--- src/rtl/xgmii_probe_rx.sv ---
// XGMII RX probe parser: per-second frame/byte/probe counters and one-way probe latency.
// Optional per-window latency min/max outputs are enabled with PROBE_RX_MINMAX_EN.
`timescale 1ns/1ps
module xgmii_probe_rx #(
  parameter logic [39:0] MAGIC_CODE = 40'hA1B2C3D4E5,
  parameter logic [15:0] UDP_PORT   = 16'h0D5E
) (
  input  logic        sys_clk,
  input  logic        sys_rst,
  input  logic [63:0] xgmii_rxd,
  input  logic [7:0]  xgmii_rxc,
  input  logic [31:0] global_counter,
  input  logic        sec_oneshot,
  output logic [31:0] rx_pps,
  output logic [31:0] rx_throughput,
  output logic [31:0] rx_probe_count,
  output logic [23:0] rx_latency,
  output logic        rx_probe_valid,
  output logic [31:0] rx_ipv4_ip
`ifdef PROBE_RX_MINMAX_EN
  ,
  output logic [23:0] rx_latency_min,
  output logic [23:0] rx_latency_max
`endif
);

  typedef enum logic [1:0] {S_IDLE, S_HDR, S_TERM, S_DROP} state_t;

  state_t      state, state_nxt;
  logic [15:0] w;
  logic        chk_ok;
  logic [7:0]  ts_b3;
  logic [31:0] ip_shadow;
  logic        commit_pend;
  logic [23:0] lat_pend;
  logic [31:0] term_bytes;
  logic [31:0] frame_acc, byte_acc, probe_acc;

  logic        term_found, err_fe, is_start, is_idle;
  logic [2:0]  term_k;
  logic [31:0] ts, dlt;
  logic [23:0] lat_sat;
  logic [31:0] inc_b;
  logic        inc_f;

  function automatic logic [31:0] sat_add(input logic [31:0] a, input logic [31:0] b);
    logic [32:0] s;
    s = {1'b0, a} + {1'b0, b};
    return s[32] ? '1 : s[31:0];
  endfunction

  function automatic logic [7:0] lane(input logic [63:0] d, input int unsigned i);
    return d[8*i +: 8];
  endfunction

  // Lowest-lane terminate wins; an FE in any control lane marks the word bad.
  always_comb begin
    term_found = 1'b0;
    term_k     = '0;
    err_fe     = 1'b0;
    for (int unsigned i = 0; i < 8; i++) begin
      if (xgmii_rxc[i] && lane(xgmii_rxd, i) == 8'hFD && !term_found) begin
        term_found = 1'b1;
        term_k     = 3'(i);
      end
      if (xgmii_rxc[i] && lane(xgmii_rxd, i) == 8'hFE) err_fe = 1'b1;
    end
  end

  assign is_start = (xgmii_rxc == 8'h01) && (xgmii_rxd[7:0] == 8'hFB);
  assign is_idle  = (xgmii_rxc == 8'hFF);

  assign ts      = {ts_b3, xgmii_rxd[7:0], xgmii_rxd[15:8], xgmii_rxd[23:16]};
  assign dlt     = global_counter - ts;
  assign lat_sat = (|dlt[31:24]) ? '1 : dlt[23:0];

  always_comb begin
    state_nxt = state;
    case (state)
      S_IDLE: if (is_start) state_nxt = S_HDR;
      S_HDR: begin
        if (err_fe)          state_nxt = (term_found || is_idle) ? S_IDLE : S_DROP;
        else if (term_found) state_nxt = S_TERM;
        else if (is_idle)    state_nxt = S_IDLE;
        else                 state_nxt = S_HDR;
      end
      S_TERM: state_nxt = is_start ? S_HDR : S_IDLE;
      S_DROP: if (term_found || is_idle) state_nxt = S_IDLE;
      default: state_nxt = S_IDLE;
    endcase
  end

  always_ff @(posedge sys_clk or posedge sys_rst) begin
    if (sys_rst) state <= S_IDLE;
    else         state <= state_nxt;
  end

  // Frame parsing: word index, probe header checks, IP/timestamp capture.
  always_ff @(posedge sys_clk or posedge sys_rst) begin
    if (sys_rst) begin
      w           <= '0;
      chk_ok      <= 1'b0;
      ts_b3       <= '0;
      ip_shadow   <= '0;
      commit_pend <= 1'b0;
      lat_pend    <= '0;
      term_bytes  <= '0;
    end else begin
      commit_pend <= 1'b0;
      if (is_start && state != S_DROP) begin
        w      <= 16'd1;
        chk_ok <= 1'b1;
      end else if (state == S_HDR) begin
        if (w != '1) w <= w + 16'd1;
        case (w)
          16'd2: if (!(lane(xgmii_rxd, 4) == 8'h08 && lane(xgmii_rxd, 5) == 8'h00 &&
                       lane(xgmii_rxd, 6) == 8'h45)) chk_ok <= 1'b0;
          16'd3: if (lane(xgmii_rxd, 7) != 8'h11) chk_ok <= 1'b0;
          16'd4: ip_shadow <= {lane(xgmii_rxd, 2), lane(xgmii_rxd, 3),
                               lane(xgmii_rxd, 4), lane(xgmii_rxd, 5)};
          16'd5: if ({lane(xgmii_rxd, 4), lane(xgmii_rxd, 5)} != UDP_PORT) chk_ok <= 1'b0;
          16'd6: begin
            ts_b3 <= lane(xgmii_rxd, 7);
            if ({lane(xgmii_rxd, 2), lane(xgmii_rxd, 3), lane(xgmii_rxd, 4),
                 lane(xgmii_rxd, 5), lane(xgmii_rxd, 6)} != MAGIC_CODE) chk_ok <= 1'b0;
          end
          16'd7: begin
            commit_pend <= chk_ok && (xgmii_rxc == 8'h00);
            lat_pend    <= lat_sat;
          end
          default: ;
        endcase
        if (term_found && !err_fe)
          term_bytes <= 32'({w - 16'd1, 3'b000}) + 32'(term_k);
      end
    end
  end

  assign inc_f = (state == S_TERM);
  assign inc_b = inc_f ? term_bytes : '0;

  // Per-second windows: an increment landing on the sec_oneshot cycle seeds the new window.
  always_ff @(posedge sys_clk or posedge sys_rst) begin
    if (sys_rst) begin
      frame_acc      <= '0;
      byte_acc       <= '0;
      probe_acc      <= '0;
      rx_pps         <= '0;
      rx_throughput  <= '0;
      rx_probe_count <= '0;
      rx_latency     <= '0;
      rx_probe_valid <= 1'b0;
      rx_ipv4_ip     <= '0;
    end else begin
      rx_probe_valid <= commit_pend;
      if (commit_pend) begin
        rx_latency <= lat_pend;
        rx_ipv4_ip <= ip_shadow;
      end
      if (sec_oneshot) begin
        rx_pps         <= frame_acc;
        rx_throughput  <= byte_acc;
        rx_probe_count <= probe_acc;
        frame_acc      <= {31'd0, inc_f};
        byte_acc       <= inc_b;
        probe_acc      <= {31'd0, commit_pend};
      end else begin
        frame_acc <= sat_add(frame_acc, {31'd0, inc_f});
        byte_acc  <= sat_add(byte_acc, inc_b);
        probe_acc <= sat_add(probe_acc, {31'd0, commit_pend});
      end
    end
  end

`ifdef PROBE_RX_MINMAX_EN
  logic [23:0] win_min, win_max;

  always_ff @(posedge sys_clk or posedge sys_rst) begin
    if (sys_rst) begin
      win_min        <= '1;
      win_max        <= '0;
      rx_latency_min <= '0;
      rx_latency_max <= '0;
    end else if (sec_oneshot) begin
      rx_latency_min <= (probe_acc == '0) ? '0 : win_min;
      rx_latency_max <= (probe_acc == '0) ? '0 : win_max;
      win_min        <= commit_pend ? lat_pend : '1;
      win_max        <= commit_pend ? lat_pend : '0;
    end else if (commit_pend) begin
      if (lat_pend < win_min) win_min <= lat_pend;
      if (lat_pend > win_max) win_max <= lat_pend;
    end
  end
`endif

endmodule
--- config.mk ---
export PLATFORM = sky130hd
export DESIGN_NAME = xgmii_probe_rx
export DESIGN_NICKNAME = d
export VERILOG_FILES = /design/src/rtl/xgmii_probe_rx.sv
export SDC_FILE = /design/constraint.sdc
export NUM_CORES = 1
export LEC_CHECK = 0
export CORE_MARGIN = 1.5
export CORE_UTILIZATION = 60
export CTS_BUF_LIST = sky130_fd_sc_hd__clkbuf_8
export CTS_CLUSTER_DIAMETER = 100
export DETAILED_ROUTE_END_ITERATION = 6
export PLACE_DENSITY_LB_ADDON = 0.12
export SLEW_MARGIN = 20
export SYNTH_ARGS = -nofsm -noshare
export SYNTH_HDL_FRONTEND = slang
export SYNTH_SLANG_ARGS = --single-unit
--- constraint.sdc ---
create_clock -name sys_clk -period 29.3 [get_ports sys_clk]
set_input_delay 5.86 -clock sys_clk [delete_from_list [all_inputs] [get_ports sys_clk]]
set_output_delay 5.86 -clock sys_clk [all_outputs]
set_load 0.005 [all_outputs]
==> impl_metrics.xml <==
<?xml version="1.0" encoding="UTF-8"?>
<metrics>
  <group name="run_status">
    <metric name="run_status" unit="">complete, no violations</metric>
  </group>
  <group name="floorplan">
    <metric name="die_y" unit="um">176</metric>
    <metric name="start_util" unit="%">60.7</metric>
    <metric name="floorplan.io_pins" unit="">260</metric>
    <metric name="fp-row-count" unit="">63</metric>
    <metric name="design.core.area" unit="mm^2">0.0296</metric>
    <metric name="floorplan.die_area" unit="mm^2">0.0310</metric>
    <metric name="chipWidth" unit="um">176</metric>
  </group>
  <group name="yosys">
    <metric name="synth_edf_count" unit="">0</metric>
    <metric name="syn_area_per_cell" unit="um^2">10.6</metric>
    <metric name="post-synth-top-area-fraction" unit="%">49.1</metric>
    <metric name="synth.top_cells.by_area" unit="">sky130_fd_sc_hd__dfrtp_1 (49%), sky130_fd_sc_hd__mux2_2 (12%), sky130_fd_sc_hd__ha_1 (4.1%)</metric>
    <metric name="ys_ff_latch" unit="">352</metric>
    <metric name="synth_fp_nets" unit="">1865</metric>
    <metric name="yosysSeqAreaShare" unit="%">49.1</metric>
    <metric name="synth_instances" unit="">1697</metric>
    <metric name="netlist_area" unit="mm^2">0.0180</metric>
    <metric name="synthDistinctLibCells" unit="">76</metric>
    <metric name="dominantRegCellSynth" unit="">sky130_fd_sc_hd__dfrtp_1</metric>
    <metric name="asyncSetResetFlopFracSynth" unit="%">100</metric>
    <metric name="synthDominantAreaCellType" unit="">sky130_fd_sc_hd__dfrtp_1</metric>
    <metric name="synth-warning-count" unit="">0</metric>
  </group>
  <group name="min_path">
    <metric name="hold_class" unit="">register to register</metric>
    <metric name="hold_start" unit="">ip_shadow[31]</metric>
  </group>
  <group name="cts">
    <metric name="post_cts_buffers" unit="">0</metric>
    <metric name="clk_slew_on_worst_s_h_paths" unit="ps">60</metric>
    <metric name="tritoncts.num_buffers" unit="">57</metric>
    <metric name="cts_max_path_buffers" unit="">3</metric>
    <metric name="cts_resized" unit="">0</metric>
    <metric name="worst_skew_pair.late_latency" unit="ps">610</metric>
    <metric name="cts-root-buf" unit="">sky130_fd_sc_hd__clkbuf_8</metric>
    <metric name="sinks_on_the_clock_net" unit="">352</metric>
    <metric name="tritoncts" unit="">done</metric>
    <metric name="cts.htree.levels" unit="">2</metric>
    <metric name="cts.hold.buffers_added" unit="">0</metric>
  </group>
  <group name="critical_path">
    <metric name="critPathArrivalTime" unit="ps">9520</metric>
    <metric name="cp-start-kind" unit="">primary input</metric>
    <metric name="timing.rr.start" unit="">state[0]</metric>
    <metric name="timing.critical_path.from" unit="">xgmii_rxd[22]</metric>
    <metric name="critical_path_peak_fanout" unit="">24</metric>
    <metric name="endpoint_kind" unit="">register</metric>
    <metric name="crit_type" unit="">primary input to register</metric>
    <metric name="worst_ep_required_time" unit="ps">29740</metric>
  </group>
  <group name="timing">
    <metric name="worstMarginPinSlew" unit="ps">1100</metric>
    <metric name="min_cycle_time_layout" unit="ps">9080</metric>
    <metric name="finalHoldViolations" unit="">0</metric>
    <metric name="unrepaired_setup_endpoints_after_global_routing" unit="">no</metric>
    <metric name="fin_setup_tns" unit="ps">0</metric>
    <metric name="timing.final.setup_violations" unit="">0</metric>
    <metric name="timing.fmax" unit="MHz">110</metric>
    <metric name="portion_of_the_clock_cycle_consumed_by_the_worst_path_in_the_final_layout" unit="%">31.0</metric>
    <metric name="worst_slew_slack_as_a_fraction_of_its_limit" unit="%">26.2</metric>
    <metric name="clock_skew" unit="ps">30.1</metric>
    <metric name="final_max_slew_viol_count" unit="">0</metric>
  </group>
  <group name="place">
    <metric name="placed_cell_area" unit="mm^2">0.0208</metric>
    <metric name="port_buf_inserts" unit="">259</metric>
    <metric name="post-dp-hpwl" unit="um">31000</metric>
    <metric name="globalplace.congestion" unit="">0.884</metric>
  </group>
  <group name="drt">
    <metric name="ant_nets" unit="">0</metric>
    <metric name="drt_iter0_markers" unit="">865</metric>
    <metric name="routedWlPerCell" unit="um">18.1</metric>
    <metric name="drtPass1Iterations" unit="">6</metric>
    <metric name="drc_errors" unit="">0</metric>
    <metric name="via_count" unit="">13900</metric>
    <metric name="drt-vias-per-instance" unit="">5.85</metric>
    <metric name="wl" unit="um">43200</metric>
  </group>
  <group name="power_and_ir_drop">
    <metric name="power.static_leakage" unit="nW">10.0</metric>
    <metric name="worst_ir_drop_vdd" unit="mV">0.0375</metric>
    <metric name="power_spent_charging_and_discharging_nets" unit="mW">0.248</metric>
    <metric name="power_frac_seq" unit="%">49.6</metric>
    <metric name="power.switching_fraction" unit="%">24.9</metric>
    <metric name="power.share.combinational" unit="%">9.9</metric>
    <metric name="pwr-share-clk" unit="%">40.5</metric>
    <metric name="pwr_density_cell" unit="mW/mm^2">45.5</metric>
    <metric name="p_int" unit="mW">0.749</metric>
  </group>
  <group name="layout">
    <metric name="final_layout_size_suffix_gt1_share" unit="%">16.2</metric>
    <metric name="fin_nets" unit="">2123</metric>
    <metric name="antennaDiodeCount" unit="">0</metric>
    <metric name="final_cell_area" unit="mm^2">0.0219</metric>
    <metric name="number_of_fillers_in_the_final_layout" unit="">2132</metric>
    <metric name="area.growth.synth_to_final" unit="%">22.2</metric>
  </group>
  <group name="grt">
    <metric name="remaining_global_route_overflow" unit="">0</metric>
    <metric name="grt_first_pass_wirelength" unit="um">70200</metric>
    <metric name="grt_antenna_before_repair" unit="">1</metric>
    <metric name="grt_start_max_net_pins" unit="">173</metric>
    <metric name="gr-usage-all-layers" unit="%">28.1</metric>
    <metric name="first_global_vias" unit="">13900</metric>
  </group>
  <group name="job">
    <metric name="max_cap_viol_count" unit="">0</metric>
  </group>
</metrics>
-- layout by cell type, fill, tap and decap left out, types with 10 or more instances in the layout --
cell,n
sky130_fd_sc_hd__a2bb2oi_1,10
sky130_fd_sc_hd__nand4_1,30
sky130_fd_sc_hd__clkdlybuf4s50_1,258
sky130_fd_sc_hd__nor2b_1,10
sky130_fd_sc_hd__ha_1,59
sky130_fd_sc_hd__nand3_1,60
sky130_fd_sc_hd__xnor2_1,53
sky130_fd_sc_hd__nor4_1,16
sky130_fd_sc_hd__a21oi_2,20
sky130_fd_sc_hd__a21oi_1,147
sky130_fd_sc_hd__a21o_1,18
sky130_fd_sc_hd__nor2_1,141
sky130_fd_sc_hd__clkbuf_8,67
sky130_fd_sc_hd__xor2_1,61
sky130_fd_sc_hd__o21ai_0,57
sky130_fd_sc_hd__a31oi_1,21
sky130_fd_sc_hd__and3_1,32
sky130_fd_sc_hd__or3_1,11
sky130_fd_sc_hd__and2_1,24
sky130_fd_sc_hd__nand2_1,93
sky130_fd_sc_hd__inv_1,85
sky130_fd_sc_hd__dfrtp_1,351
sky130_fd_sc_hd__nor3_1,25
sky130_fd_sc_hd__buf_4,12
sky130_fd_sc_hd__mux2_2,187
-- metal layers --
layer,share of wire (%),track usage (%)
met1,43,38.0
met2,47,45.9
met3,7.0,6.24
met4,2.0,7.66
met5,0.030,0
-- worst max-delay path, cell delays in order --
cell	delay (ps)
sky130_fd_sc_hd__clkdlybuf4s50_1	640
sky130_fd_sc_hd__inv_1	140
sky130_fd_sc_hd__ha_1	370
sky130_fd_sc_hd__a21oi_1	260
sky130_fd_sc_hd__o211ai_1	140
sky130_fd_sc_hd__a41o_1	260
sky130_fd_sc_hd__a21oi_1	380
sky130_fd_sc_hd__o21ai_0	210
sky130_fd_sc_hd__xnor2_1	210
sky130_fd_sc_hd__o2111ai_2	150
sky130_fd_sc_hd__a2111oi_4	330
sky130_fd_sc_hd__buf_4	410
sky130_fd_sc_hd__a21oi_1	140
-- worst paths after layout --
| check | slack (ps) | cells past startpoint | to |
|---|---|---|---|
| setup / recovery | 20220 | 13 | lat_pend[22] |
| hold / removal | 490 | 2 | ip_shadow[31] |
| setup reg to reg | 24950 | 15 | byte_acc[30] |
| hold reg to reg | 490 | 2 | ip_shadow[31] |
| max in group asynchronous | 22020 | 3 | lat_pend[8] |
| min in group asynchronous | 5800 | 2 | rx_ipv4_ip[21] |
-- per-stage QoR --
stage / worst slack [ps] / cells / power (mW) / hold WS [ps] / utilization, %
after floorplan: 13680 / 1697 / 0.560 / 413 / -
after global placement: 19790 / 2286 / 0.602 / 463 / 70.5
after detailed placement: 19650 / 2286 / 0.602 / 469 / 70.5
after CTS: 20250 / 2382 / 1.01 / 492 / 74.2
after global routing: 20060 / 2382 / 1.04 / 512 / 74.2
final: 20220 / 2382 / 0.997 / 491 / 74.2
-- cells by family after synthesis --
family,after synthesis,share of synthesized area (%)
xor+xnor,114,5.56
simple gates,500,14.2
mux,190,11.9
buf+inv,139,3.12
fa+ha+maj,61,4.33
compound gates,341,11.9
flops,352,49.1
-- synthesized netlist by cell type (11+ instances only) --
| cell | n |
|---|---|
| sky130_fd_sc_hd__nand3_1 | 61 |
| sky130_fd_sc_hd__nor4_1 | 16 |
| sky130_fd_sc_hd__nor2_1 | 141 |
| sky130_fd_sc_hd__nor3_1 | 25 |
| sky130_fd_sc_hd__o21ai_0 | 57 |
| sky130_fd_sc_hd__dfrtp_1 | 352 |
| sky130_fd_sc_hd__a21oi_2 | 20 |
| sky130_fd_sc_hd__a31oi_1 | 21 |
| sky130_fd_sc_hd__inv_1 | 66 |
| sky130_fd_sc_hd__ha_1 | 59 |
| sky130_fd_sc_hd__a21o_1 | 18 |
| sky130_fd_sc_hd__and3_1 | 32 |
| sky130_fd_sc_hd__nand4_1 | 30 |
| sky130_fd_sc_hd__a21oi_1 | 147 |
| sky130_fd_sc_hd__nand2_1 | 93 |
| sky130_fd_sc_hd__and2_1 | 24 |
| sky130_fd_sc_hd__xnor2_1 | 53 |
| sky130_fd_sc_hd__mux2_2 | 187 |
| sky130_fd_sc_hd__clkbuf_1 | 62 |
| sky130_fd_sc_hd__xor2_1 | 61 |
| sky130_fd_sc_hd__or3_1 | 11 |
-- power groups by stage --
stage	Combinational, mW	Clock [mW]	Sequential, mW
final	0.0990	0.403	0.495
after global routing	0.109	0.436	0.495
after CTS	0.0991	0.412	0.495
after detailed placement	0.0987	0	0.503
after global placement	0.0985	0	0.503
after floorplan	0.0570	0	0.503
-- area by class of cell --
type                            instances  area (um^2)  share of cell area (%)
Sequential cell                       352         8810                    40.2
Clock buffer                           67          922                    4.20
Inverter                               66          255                    1.16
Timing Repair Buffer                  272         2700                    12.3
Multi-Input combinational cell       1206         8600                    39.2
Tap cell                              390          488                    2.22
Clock inverter                         29          164                   0.747
-- state kept, by name, summed over array words and instances (netlist names), 32 cells and up --
| signal | cells |
|---|---|
| byte_acc | 32 |
| rx_probe_count | 32 |
| ip_shadow | 32 |
| probe_acc | 32 |
| rx_throughput | 32 |
| rx_ipv4_ip | 32 |
| rx_pps | 32 |
| frame_acc | 32 |
(Power assumes the default switching activity.)
